### src/rtl/uart_tx_word.sv
// Word-wide UART transmitter: sends a 32-bit word as four back-to-back 8N1 frames,
// least significant byte first, with per-byte and per-word completion pulses.
module uart_tx_word #(
    parameter int TAM_DATA = 32,
    parameter int TAM_BYTE = 8,
    parameter int BAUD_DIV = 2604
) (
    input  logic                i_clock,
    input  logic                i_reset,
    input  logic [TAM_DATA-1:0] i_tx_data,
    input  logic                i_tx_start_32b,
    output logic                o_tx,
    output logic                o_busy,
    output logic                o_tx_done_8b_pulse,
    output logic                o_tx_done_32b_pulse
);

    localparam int NUM_BYTES = TAM_DATA / TAM_BYTE;
    localparam int CNT_W     = $clog2(BAUD_DIV);
    localparam int BIT_W     = $clog2(TAM_BYTE);
    localparam int BYTE_W    = $clog2(NUM_BYTES);

    localparam logic [CNT_W-1:0]  BAUD_LAST = CNT_W'(BAUD_DIV - 1);
    localparam logic [BIT_W-1:0]  BIT_LAST  = BIT_W'(TAM_BYTE - 1);
    localparam logic [BYTE_W-1:0] BYTE_LAST = BYTE_W'(NUM_BYTES - 1);

    typedef enum logic [1:0] {
        IDLE,
        START,
        DATA,
        STOP
    } state_t;

    state_t              state,     state_next;
    logic [CNT_W-1:0]    baud_cnt,  baud_cnt_next;
    logic [BIT_W-1:0]    bit_idx,   bit_idx_next;
    logic [BYTE_W-1:0]   byte_idx,  byte_idx_next;
    logic [TAM_DATA-1:0] shift_reg, shift_reg_next;

    logic tx_next;
    logic busy_next;
    logic done_8b_next;
    logic done_32b_next;
    logic baud_tick;

    assign baud_tick = (baud_cnt == BAUD_LAST);

    // Outputs are registered from the current state, so the line lags the FSM by
    // one cycle; the start bit therefore appears the cycle after acceptance.
    always_comb begin
        // NOTE: every signal gets a default first so no path through the case
        // leaves one unassigned, which would otherwise infer a latch.
        state_next     = state;
        baud_cnt_next  = baud_cnt + 1'b1;
        bit_idx_next   = bit_idx;
        byte_idx_next  = byte_idx;
        shift_reg_next = shift_reg;
        tx_next        = 1'b1;
        busy_next      = (state != IDLE);
        done_8b_next   = 1'b0;
        done_32b_next  = 1'b0;

        case (state)
            IDLE: begin
                baud_cnt_next = '0;
                if (i_tx_start_32b) begin
                    shift_reg_next = i_tx_data;
                    byte_idx_next  = '0;
                    bit_idx_next   = '0;
                    state_next     = START;
                end
            end

            START: begin
                tx_next = 1'b0;
                if (baud_tick) begin
                    baud_cnt_next = '0;
                    bit_idx_next  = '0;
                    state_next    = DATA;
                end
            end

            DATA: begin
                // Shifting right after each bit makes the next byte land in the
                // low bits once the current byte's 8 bits are out.
                tx_next = shift_reg[0];
                if (baud_tick) begin
                    baud_cnt_next  = '0;
                    shift_reg_next = shift_reg >> 1;
                    if (bit_idx == BIT_LAST) begin
                        state_next = STOP;
                    end else begin
                        bit_idx_next = bit_idx + 1'b1;
                    end
                end
            end

            STOP: begin
                tx_next = 1'b1;
                if (baud_tick) begin
                    baud_cnt_next = '0;
                    done_8b_next  = 1'b1;
                    if (byte_idx == BYTE_LAST) begin
                        done_32b_next = 1'b1;
                        state_next    = IDLE;
                    end else begin
                        byte_idx_next = byte_idx + 1'b1;
                        state_next    = START;
                    end
                end
            end

            default: begin
                state_next    = IDLE;
                baud_cnt_next = '0;
            end
        endcase
    end

    always_ff @(posedge i_clock) begin
        // NOTE: sequential state uses non-blocking assignments so every register
        // samples the pre-edge values, independent of statement order.
        if (i_reset) begin
            state               <= IDLE;
            baud_cnt            <= '0;
            bit_idx             <= '0;
            byte_idx            <= '0;
            shift_reg           <= '0;
            o_tx                <= 1'b1;
            o_busy              <= 1'b0;
            o_tx_done_8b_pulse  <= 1'b0;
            o_tx_done_32b_pulse <= 1'b0;
        end else begin
            state               <= state_next;
            baud_cnt            <= baud_cnt_next;
            bit_idx             <= bit_idx_next;
            byte_idx            <= byte_idx_next;
            shift_reg           <= shift_reg_next;
            o_tx                <= tx_next;
            o_busy              <= busy_next;
            o_tx_done_8b_pulse  <= done_8b_next;
            o_tx_done_32b_pulse <= done_32b_next;
        end
    end

endmodule

### config.mk
export PLATFORM = sky130hd
export DESIGN_NAME = uart_tx_word
export DESIGN_NICKNAME = d
export VERILOG_FILES = /design/src/rtl/uart_tx_word.sv
export SDC_FILE = /design/constraint.sdc
export NUM_CORES = 1
export LEC_CHECK = 0
export ABC_AREA = 1
export CAP_MARGIN = 25
export CORE_UTILIZATION = 50
export CTS_BUF_LIST = sky130_fd_sc_hd__clkbuf_16
export DETAILED_ROUTE_END_ITERATION = 6
export DONT_BUFFER_PORTS = 1
export GPL_TIMING_DRIVEN = 0
export PLACE_DENSITY_LB_ADDON = 0.05
export REMOVE_ABC_BUFFERS = 1
export SLEW_MARGIN = 20
export SYNTH_ARGS = -nofsm -noshare
export SYNTH_HDL_FRONTEND = slang
export SYNTH_SLANG_ARGS = --single-unit
export TNS_END_PERCENT = 100
### constraint.sdc
create_clock -name i_clock -period 1.6 [get_ports i_clock]
set_input_delay 0.16 -clock i_clock [delete_from_list [all_inputs] [get_ports i_clock]]
set_output_delay 0.16 -clock i_clock [all_outputs]
set_load 0.02 [all_outputs]
==> out/metrics.yaml, run 1 <==
placed_design:
  io_buffers: 0
  dp_hpwl_um: 3118
  gp_congestion: 0.8535
floorplanning:
  die_w_um: 74.58
  die_area_um2: 5561
  io_pins: 39
  die_h_um: 74.58
  start_util: 0.5190
  placeableCoreArea_um2: 5075
  fp-row-count: 26
synth:
  avgSynthCellArea_um2: 6.788
  seq_area_frac_synth: 0.4181
  synth-xor-area-share: 0.006651
  synthMuxAreaShare: 0
  synth_top_family_by_area: "simple AND/OR/NAND/NOR gates"
  synth_seq_cells: 55
  postSynthCellCount: 388
  netlist_area_um2: 2634
  synth-simple-area-share: 0.3534
  synthAdderAreaFrac: 0.04276
  yosys_warnings: 0
  synth_cell_types: 28
  synth-compound-area-share: 0.1097
sta:
  setup_tns_ns: 0
  holdWs_ns: -0.01827
  period_needed_ns: 1.532
  slew_violations: 0
  setup_viol: 0
  rsz0062_at_grt: "true"
  fmax_ghz: 0.6526
  max_slew_margin: 0.3047
  final_hold_viol_count: 1
  finalCritPeriodShare: 0.9577
  fin_skew_ns: 0.006262
  tightest_slew_ns: 1.042
power_and_ir_drop:
  p_total_w: 0.006876
  p_per_area_nw_per_um2: 2177
  leakage_nw: 1.346
  ir_drop_v: 0.001037
detailed_routing:
  dr.pass1.iters: 4
  vias: 2409
  antenna_left: 0
  drt_iter0_drc: 100
  via_per_inst: 5.203
  drt_wl_total_um: 6150
  drt-wirelength-per-cell_um: 13.28
  drc: 0
finish:
  largest_register_ffs: 32
  nets: 437
  area_growth_pct: 19.95
  nFillCells: 482
  antennaDiodeCount: 0
  mostFrequentLayoutCell: "nand2_1"
  layout_common_cells: "nand2_1 (120), nor2_1 (78), dfxtp_1 (51), o21ai_1 (25), a21oi_1 (15)"
  layout-drive-gt1-share: 0.1501
hold_path:
  hold_path_startpoint: "i_reset"
  hp-class: "input port to register"
global_route:
  grt_pass1_vias: 2084
  grt_pass1_wl_um: 9798
  overflow: 0
  antenna_found_initial: 0
  grt_max_degree: 34
  track_usage: 0.2322
outcome:
  status: "finished, violations left"
  violations: "hold timing"
clocking:
  htreeDepth: 2
  clk_pin_slew_ns: 0.07
  cts_sinks: 55
  numCtsBuffers: 5
  clock_latency_ns: 0.29
  cts_tree: "done"
  cts_buffer_depth: 2
  cts_root_buf: "clkbuf_16"
worst_setup_path:
  worstPathRequired_ns: 1.78
  criticalPathCategory: "register to register"
  startpoint: "state[0]"
  critPathArrivalTime_ns: 1.71
  cp-start-kind: "register"
  r2r_start: "state[0]"
  worstPathMaxFanout: 8
  cp-end-kind: "register"
run:
  drv_cap: 0
-- power breakdown --
part / internal [W] / switching (W) / leakage, nW
Sequential: 0.00182 / 0.000268 / 0.454
Combinational: 0.00127 / 0.00231 / 0.811
Clock: 0.000725 / 0.000481 / 0.0811
-- synth_stat cells (all sizes together) --
cell type	n	area share
ha	9	0.043
dfxtp	55	0.42
buf	11	0.033
nor3b	3	0.0086
nand3	9	0.019
or2	4	0.0095
inv	16	0.023
nor2	84	0.12
o21a	1	0.0029
xor2	2	0.0067
clkbuf	7	0.010
nand4	6	0.014
o21bai	3	0.0086
a211oi	1	0.0029
a21oi	16	0.030
o21ai	33	0.063
o22ai	1	0.0024
nand2	126	0.18
clkinv	1	0.0033
-- logic make-up after synthesis --
kind of cell | after synthesis
flops | 55
compound gates | 55
buf+inv | 35
fa+ha+maj | 9
simple gates | 232
xor+xnor | 2
-- critical path, stage by stage, from the launching register on --
cell,delay (ns)
dfxtp_2,0.39
inv_4,0.07
ha_4,0.17
inv_2,0.11
nor2_4,0.06
a21oi_4,0.13
buf_12,0.17
nand2_4,0.11
o21ai_1,0.14
nor2_1,0.06
-- cell type report --
type,count,area [µm²],area share
clock inverters,2,33.78,0.01069
multi-input cells,302,1569,0.4966
clock buffers,5,125.1,0.03960
flip-flops and latches,55,1111,0.3517
repair inverters,2,25.02,0.007921
inverters,17,107.6,0.03406
repair buffers,10,100.1,0.03168
well taps,70,87.58,0.02772
-- stage by stage --
| stage | worst slack, ns | utilization | std cells | cell area, µm² |
|---|---|---|---|---|
| after floorplan | -1.017 | - | 370 | 2520 |
| after global placement | -2.103 | 0.5138 | 440 | 2608 |
| after detailed placement | -1.505 | 0.5143 | 440 | 2610 |
| after CTS | -0.002828 | 0.5888 | 458 | 2988 |
| after global routing | -0.006742 | 0.6225 | 463 | 3159 |
| final | 0.06774 | 0.6225 | 463 | 3159 |
-- path summary, 6_finish.rpt --
| check | slack (ns) | cells after the start | end |
|---|---|---|---|
| min reg2reg | 0.44 | 1 | baud_cnt[0] |
| max | 0.07 | 9 | shift_reg[15] |
| max reg2reg | 0.07 | 9 | shift_reg[15] |
| min | -0.02 | 2 | o_tx |
-- metal layers --
metal  routed length, µm  GRT usage  part of all wire  vias up
li1                    -          -                 -     1241
met1                2755     0.2907              0.45     1113
met2                3048     0.3994              0.50       48
met3                 266    0.04607             0.043        7
met4                  80    0.07547             0.013        0
met5                   0          0                 0        -
-- what timing repair did --
action                                  CTS  global route
hold buffers                              1             1
endpoints found under the setup margin   37            40
pin swaps                                 2             5
gates cloned                              3             3
hold endpoints to repair                 10             8
gates resized for setup                  24            32
buffers inserted                          7             1
(Power assumes the default switching activity.)
==> inputs of run 2 (changes only) <==
Clock period 1.6 ns to 1.7 ns, I/O delays scaled along.
==> out/metrics.yaml, run 2 (synthesis results as in run 1) <==
worst_setup_path:
  worstPathRequired_ns: 1.88  # +0.10 ns
  cpPeakStageDelay_ns: 0.35  # -0.04 ns
  r2r-end: "baud_cnt[8]"
  startpoint: "baud_cnt[0]"
  cp-end-kind: "register"
  endpoint: "baud_cnt[8]"
  crit_path_top_delay_cell: "dfxtp_1"
  r2r_start: "baud_cnt[0]"
  r2r_slack_ns: 0.09  # +0.03 ns
  cp-start-kind: "register"
  ff2ff_path_depth: 7  # -2
  crit_buf_inv: 0  # -3
  path_delay_family: "simple AND/OR/NAND/NOR gates"
  cp.depth: 7  # -2
  criticalPathCategory: "register to register"
  cp_common_cell: "nand2_1"
  cp_cell_sequence: "ha_1 > nand2_1 > nor2_2 > nand3_4 > nand2_1 > o21bai_1 > a21oi_1"
  worstPathMaxFanout: 12  # +4
  critPathArrivalTime_ns: 1.78  # +0.07 ns
floorplanning:
  die_area_um2: 5561  # unchanged
  die_w_um: 74.58  # unchanged
  fp-row-count: 26  # unchanged
  io_pins: 39  # unchanged
  start_util: 0.5190  # unchanged
  die_h_um: 74.58  # unchanged
  placeableCoreArea_um2: 5075  # unchanged
finish:
  mostFrequentLayoutCell: "nand2_1"
  largest_register_ffs: 32  # unchanged
  antennaDiodeCount: 0  # unchanged
  fin_area_um2: 2967  # -6.1%
  layout-drive-gt1-share: 0.09326  # -0.05686
  multi_input_area_um2: 1449  # -7.7%
  nFillCells: 521  # +8.1%
  final_util: 0.5846  # -0.03797
  layout_common_cells: "nand2_1 (124), nor2_1 (81), dfxtp_1 (53), o21ai_1 (29), a21oi_1 (15)"
  area_growth_pct: 12.64
  register_area_um2: 1104  # -0.68%
  nets: 430  # -1.6%
detailed_routing:
  vias: 2343  # -2.7%
  drt_iter0_drc: 108  # +8.0%
  via_per_inst: 5.138  # -1.2%
  dr.pass1.iters: 4  # unchanged
  antenna_left: 0  # unchanged
  drc: 0  # unchanged
  drt_wl_total_um: 5631  # -8.4%
  drt-wirelength-per-cell_um: 12.35  # -7.0%
global_route:
  grt_max_degree: 36  # +5.9%
  grt_pass1_wl_um: 9653  # -1.5%
  overflow: 0  # unchanged
  grt_pass1_vias: 2132  # +2.3%
  track_usage: 0.2276  # -0.004611
  antenna_found_initial: 0  # unchanged
clocking:
  cts_sinks: 55  # unchanged
  htreeDepth: 2  # unchanged
  cts_tree: "done"
  cts_root_buf: "clkbuf_16"
  clock_latency_ns: 0.29  # about the same
  numCtsBuffers: 5  # unchanged
  cts_buffer_depth: 2  # unchanged
  clk_pin_slew_ns: 0.07  # about the same
sta:
  max_slew_margin: 0.3898  # +0.08506
  fmax_ghz: 0.6224  # -4.6%
  period_needed_ns: 1.607  # +0.07443 ns
  final_hold_viol_count: 0  # -1
  setup_tns_ns: 0  # unchanged
  rsz0062_at_grt: "true"
  slew_violations: 0  # unchanged
  setup_viol: 0  # unchanged
  tightest_slew_ns: 0.9143  # -0.1274 ns
  fin_skew_ns: 0.003823  # -0.002440 ns
  finalCritPeriodShare: 0.9451  # -0.01255
hold_path:
  hp-class: "input port to register"
  hold_path_startpoint: "i_tx_data[31]"
power_and_ir_drop:
  ir_drop_v: 0.0008864  # -15%
  leakage_nw: 1.296  # -3.7%
  p_total_w: 0.005920  # -14%
  p_per_area_nw_per_um2: 1995  # -8.3%
outcome:
  status: "finished clean"
placed_design:
  gp_congestion: 0.8535  # unchanged
  dp_hpwl_um: 3118  # unchanged
  place_area_um2: 2610  # unchanged
  io_buffers: 0  # unchanged
run:
  drv_cap: 0  # unchanged
[run 2: changes by cell type in the layout (fill, tap and decap cells not counted), moves of 3 or more]
cell | before | now
o21ai_1 | 25 | 29
nor2_1 | 78 | 81
nand2_1 | 120 | 124
o21ai_2 | 6 | 0
[run 2: timing repair]
item,CTS,global route
resized for setup,19,7
hold buffers,1,0
pin swaps,2,1
gates cloned,2,0
hold endpoints to repair,10,0
setup endpoints to repair,37,34
setup buffers,6,0
[run 2: worst reg2reg max path: stages (launching register included)]
cell,delay (ns)
dfxtp_1,0.35
ha_1,0.19
nand2_1,0.10
nor2_2,0.16
nand3_4,0.13
nand2_1,0.34
o21bai_1,0.17
a21oi_1,0.06
[run 2: stage by stage]
| stage | setup slack (ns) | hold slack, ns | instances |
|---|---|---|---|
| 6_report | 0.09331 | 0.04055 | 456 |
| 5_1_grt | -0.06091 | 0.06278 | 456 |
| 4_1_cts | 0.03862 | 0.04039 | 456 |
| 3_5_place_dp | -1.405 | 0.2409 | 440 |
| 3_3_place_gp | -2.003 | 0.2404 | 440 |
| 2_1_floorplan | -0.9167 | 0.2367 | 370 |
[run 2: cell type report]
type | count | area share
clock buffers | 5 | 0.04218
clock inverters | 2 | 0.01139
inverters | 17 | 0.03121
multi-input cells | 300 | 0.4884
flip-flops and latches | 55 | 0.3720
well taps | 70 | 0.02952
repair buffers | 7 | 0.02531
[run 2: routing by layer]
layer  global-route usage  wire length, µm  up-vias  share of wire
met5                    0                0        -              0
met4              0.07547               84        0          0.015
met3              0.04607              235        8          0.042
met2               0.3914             2653       42           0.47
met1               0.2838             2658     1069           0.47
li1                     -                -     1224              -
[run 2: where the power goes]
| part | switching [W] | leakage, nW | internal, W |
|---|---|---|---|
| Sequential | 0.000231 | 0.452 | 0.00171 |
| Combinational | 0.00187 | 0.762 | 0.000983 |
| Clock | 0.000446 | 0.0811 | 0.000682 |
[run 2: how the worst min path moves through the flow]
stage                          to  depth (start not counted)
finish              shift_reg[31]                          2
detailed placement         o_busy                          1
floorplan                  o_busy                          1
global route        shift_reg[31]                          2
global placement           o_busy                          1
CTS                 shift_reg[31]                          2
==> inputs of run 3 (changes only) <==
Settings changed: CORE_MARGIN from default to 2, PLACE_DENSITY from default to 0.73, PLACE_DENSITY_LB_ADDON 0.05 to default, SETUP_SLACK_MARGIN from default to 0.2.
==> out/metrics.yaml, run 3 (synthesis results as in run 1) <==
power_and_ir_drop:
  ir_drop_v: 0.0009096  # +2.6%
  p_int_w: 0.003806  # +13%
  combPwrFrac: 0.567  # +0.085
  clkPwrFrac: 0.148  # -0.043
  p_sw_frac: 0.4470  # +0.01642
  p_per_area_nw_per_um2: 2036  # +2.0%
  p_total_w: 0.006883  # +16%
  p_sw_w: 0.003077  # +21%
  leakage_nw: 1.443  # +11%
  pwr-share-seq: 0.285  # -0.042
finish:
  antennaDiodeCount: 0  # unchanged
  nets: 455  # +5.8%
  mostFrequentLayoutCell: "nand2_1"
  area_growth_pct: 28.36
  largest_register_ffs: 32  # unchanged
  layout_common_cells: "nand2_1 (116), nor2_1 (76), dfxtp_1 (51), o21ai_2 (24), buf_4 (21)"
  layout-drive-gt1-share: 0.2549  # +0.1616
clocking:
  htreeDepth: 2  # unchanged
  cts_buffer_depth: 2  # unchanged
  cts_tree: "done"
  cts_sinks: 55  # unchanged
  clk_pin_slew_ns: 0.07  # about the same
  numCtsBuffers: 5  # unchanged
  holdBufCountCts: 1  # unchanged
  cts_root_buf: "clkbuf_16"
  clock_latency_ns: 0.30  # about the same
detailed_routing:
  drt-wirelength-per-cell_um: 14.77  # +20%
  drt_iter0_drc: 159  # +47%
  via_per_inst: 5.359  # +4.3%
  vias: 2583  # +10%
  drt_wl_total_um: 7119  # +26%
  antenna_left: 0  # unchanged
  dr.pass1.iters: 5  # +1
  drc: 0  # unchanged
sta:
  fin_skew_ns: 0.005163  # +0.001340 ns
  setup_ws_ns: 0.07791  # -0.01540 ns
  max_slew_margin: 0.07700  # -0.3128
  slew_violations: 0  # unchanged
  holdWs_ns: -0.07166  # -0.1122 ns
  finalCritPeriodShare: 0.9542  # +0.009059
  tightest_slew_ns: 1.383  # +0.4686 ns
  period_needed_ns: 1.622  # +0.01540 ns
  final_hold_viol_count: 9  # +9
  fmax_ghz: 0.6165  # -0.95%
  rsz0062_at_grt: "true"
  setup_viol: 0  # unchanged
placed_design:
  io_buffers: 0  # unchanged
  gp_congestion: 0.8413  # -1.4%
  dp_hpwl_um: 3261  # +4.6%
  pre_cts_ws_ns: -1.325  # +0.08024 ns
worst_setup_path:
  cp-start-kind: "register"
  startpoint: "state[0]"
  worstPathMaxFanout: 5  # -7
  cp-end-kind: "register"
  critPathArrivalTime_ns: 1.81  # +0.03 ns
  worstPathRequired_ns: 1.89  # about the same
  criticalPathCategory: "register to register"
  r2r_start: "state[0]"
floorplanning:
  die_area_um2: 5864  # +5.4%
  placeableCoreArea_um2: 5107  # +0.64%
  start_util: 0.5157  # -0.003306
  fp-row-count: 26  # unchanged
  die_w_um: 76.58  # +2.7%
  io_pins: 39  # unchanged
  die_h_um: 76.58  # +2.7%
global_route:
  grt_pass1_vias: 2332  # +9.4%
  grt_max_degree: 36  # unchanged
  track_usage: 0.2161  # -0.01142
  overflow: 0  # unchanged
  grt_pass1_wl_um: 10330  # +7.0%
  antenna_found_initial: 0  # unchanged
hold_path:
  hold_path_startpoint: "i_reset"
  hp-class: "input port to register"
run:
  drv_cap: 0  # unchanged
outcome:
  violations: "hold timing"
  status: "finished, violations left"
## run 3: repair_timing
action	in CTS	in global routing
pin swaps	5	17
setup endpoints to repair	40	44
setup buffers	14	16
gates cloned	1	2
resized for setup	36	59
endpoints found under the hold margin	10	9
## run 3: worst max-delay path, stage by stage, from the launching register on
cell	delay, ns
dfxtp_4	0.37
inv_6	0.05
ha_4	0.20
buf_6	0.13
buf_6	0.12
a211oi_4	0.33
nand2_2	0.14
nand2_1	0.11
a21oi_1	0.07
## run 3: routing by layer
metal | part of all wire | up-vias | track usage
li1 | - | 1273 | -
met1 | 0.42 | 1197 | 0.2654
met2 | 0.49 | 95 | 0.3593
met3 | 0.056 | 18 | 0.05569
met4 | 0.027 | 0 | 0.09091
met5 | 0 | - | 0
## run 3: power by group through the flow
stage	logic (W)	registers [W]	clock network (W)
after floorplan	0.00174	0.00190	0
after global placement	0.00213	0.00193	0
after detailed placement	0.00219	0.00195	0
after CTS	0.00292	0.00194	0.00103
after global routing	0.00428	0.00201	0.00107
final	0.00391	0.00196	0.00102
## run 3: worst paths after layout
path,slack (ns),depth (start not counted),end
worst max-delay path,0.08,8,bit_idx[0]
worst min-delay path,-0.07,1,bit_idx[1]
worst max register to register,0.08,8,bit_idx[0]
worst min register to register,0.46,2,bit_idx[1]
## run 3: area by class of cell
cell class                      count  area [µm²]
Fill cell                         417        1727
Tap cell                           70       87.58
Timing Repair Buffer               31       285.3
Clock inverter                      3       16.27
Multi-Input combinational cell    300        1650
Sequential cell                    55        1111
Timing Repair inverter              1       8.758
Inverter                           17       96.34
Clock buffer                        5       125.1
## run 3: per-stage QoR
step / area (µm²) / TNS (ns) / hold WS [ns] / utilization / instances
finish: 3381 / 0 / -0.07166 / 0.6619 / 482
floorplan: 2520 / -30.78 / 0.2367 / - / 370
global placement: 2608 / -65.95 / 0.2411 / 0.5105 / 440
detailed placement: 2610 / -43.87 / 0.2449 / 0.5110 / 440
CTS: 3017 / 0 / -0.06578 / 0.5906 / 464
global route: 3381 / 0 / -0.07823 / 0.6619 / 482
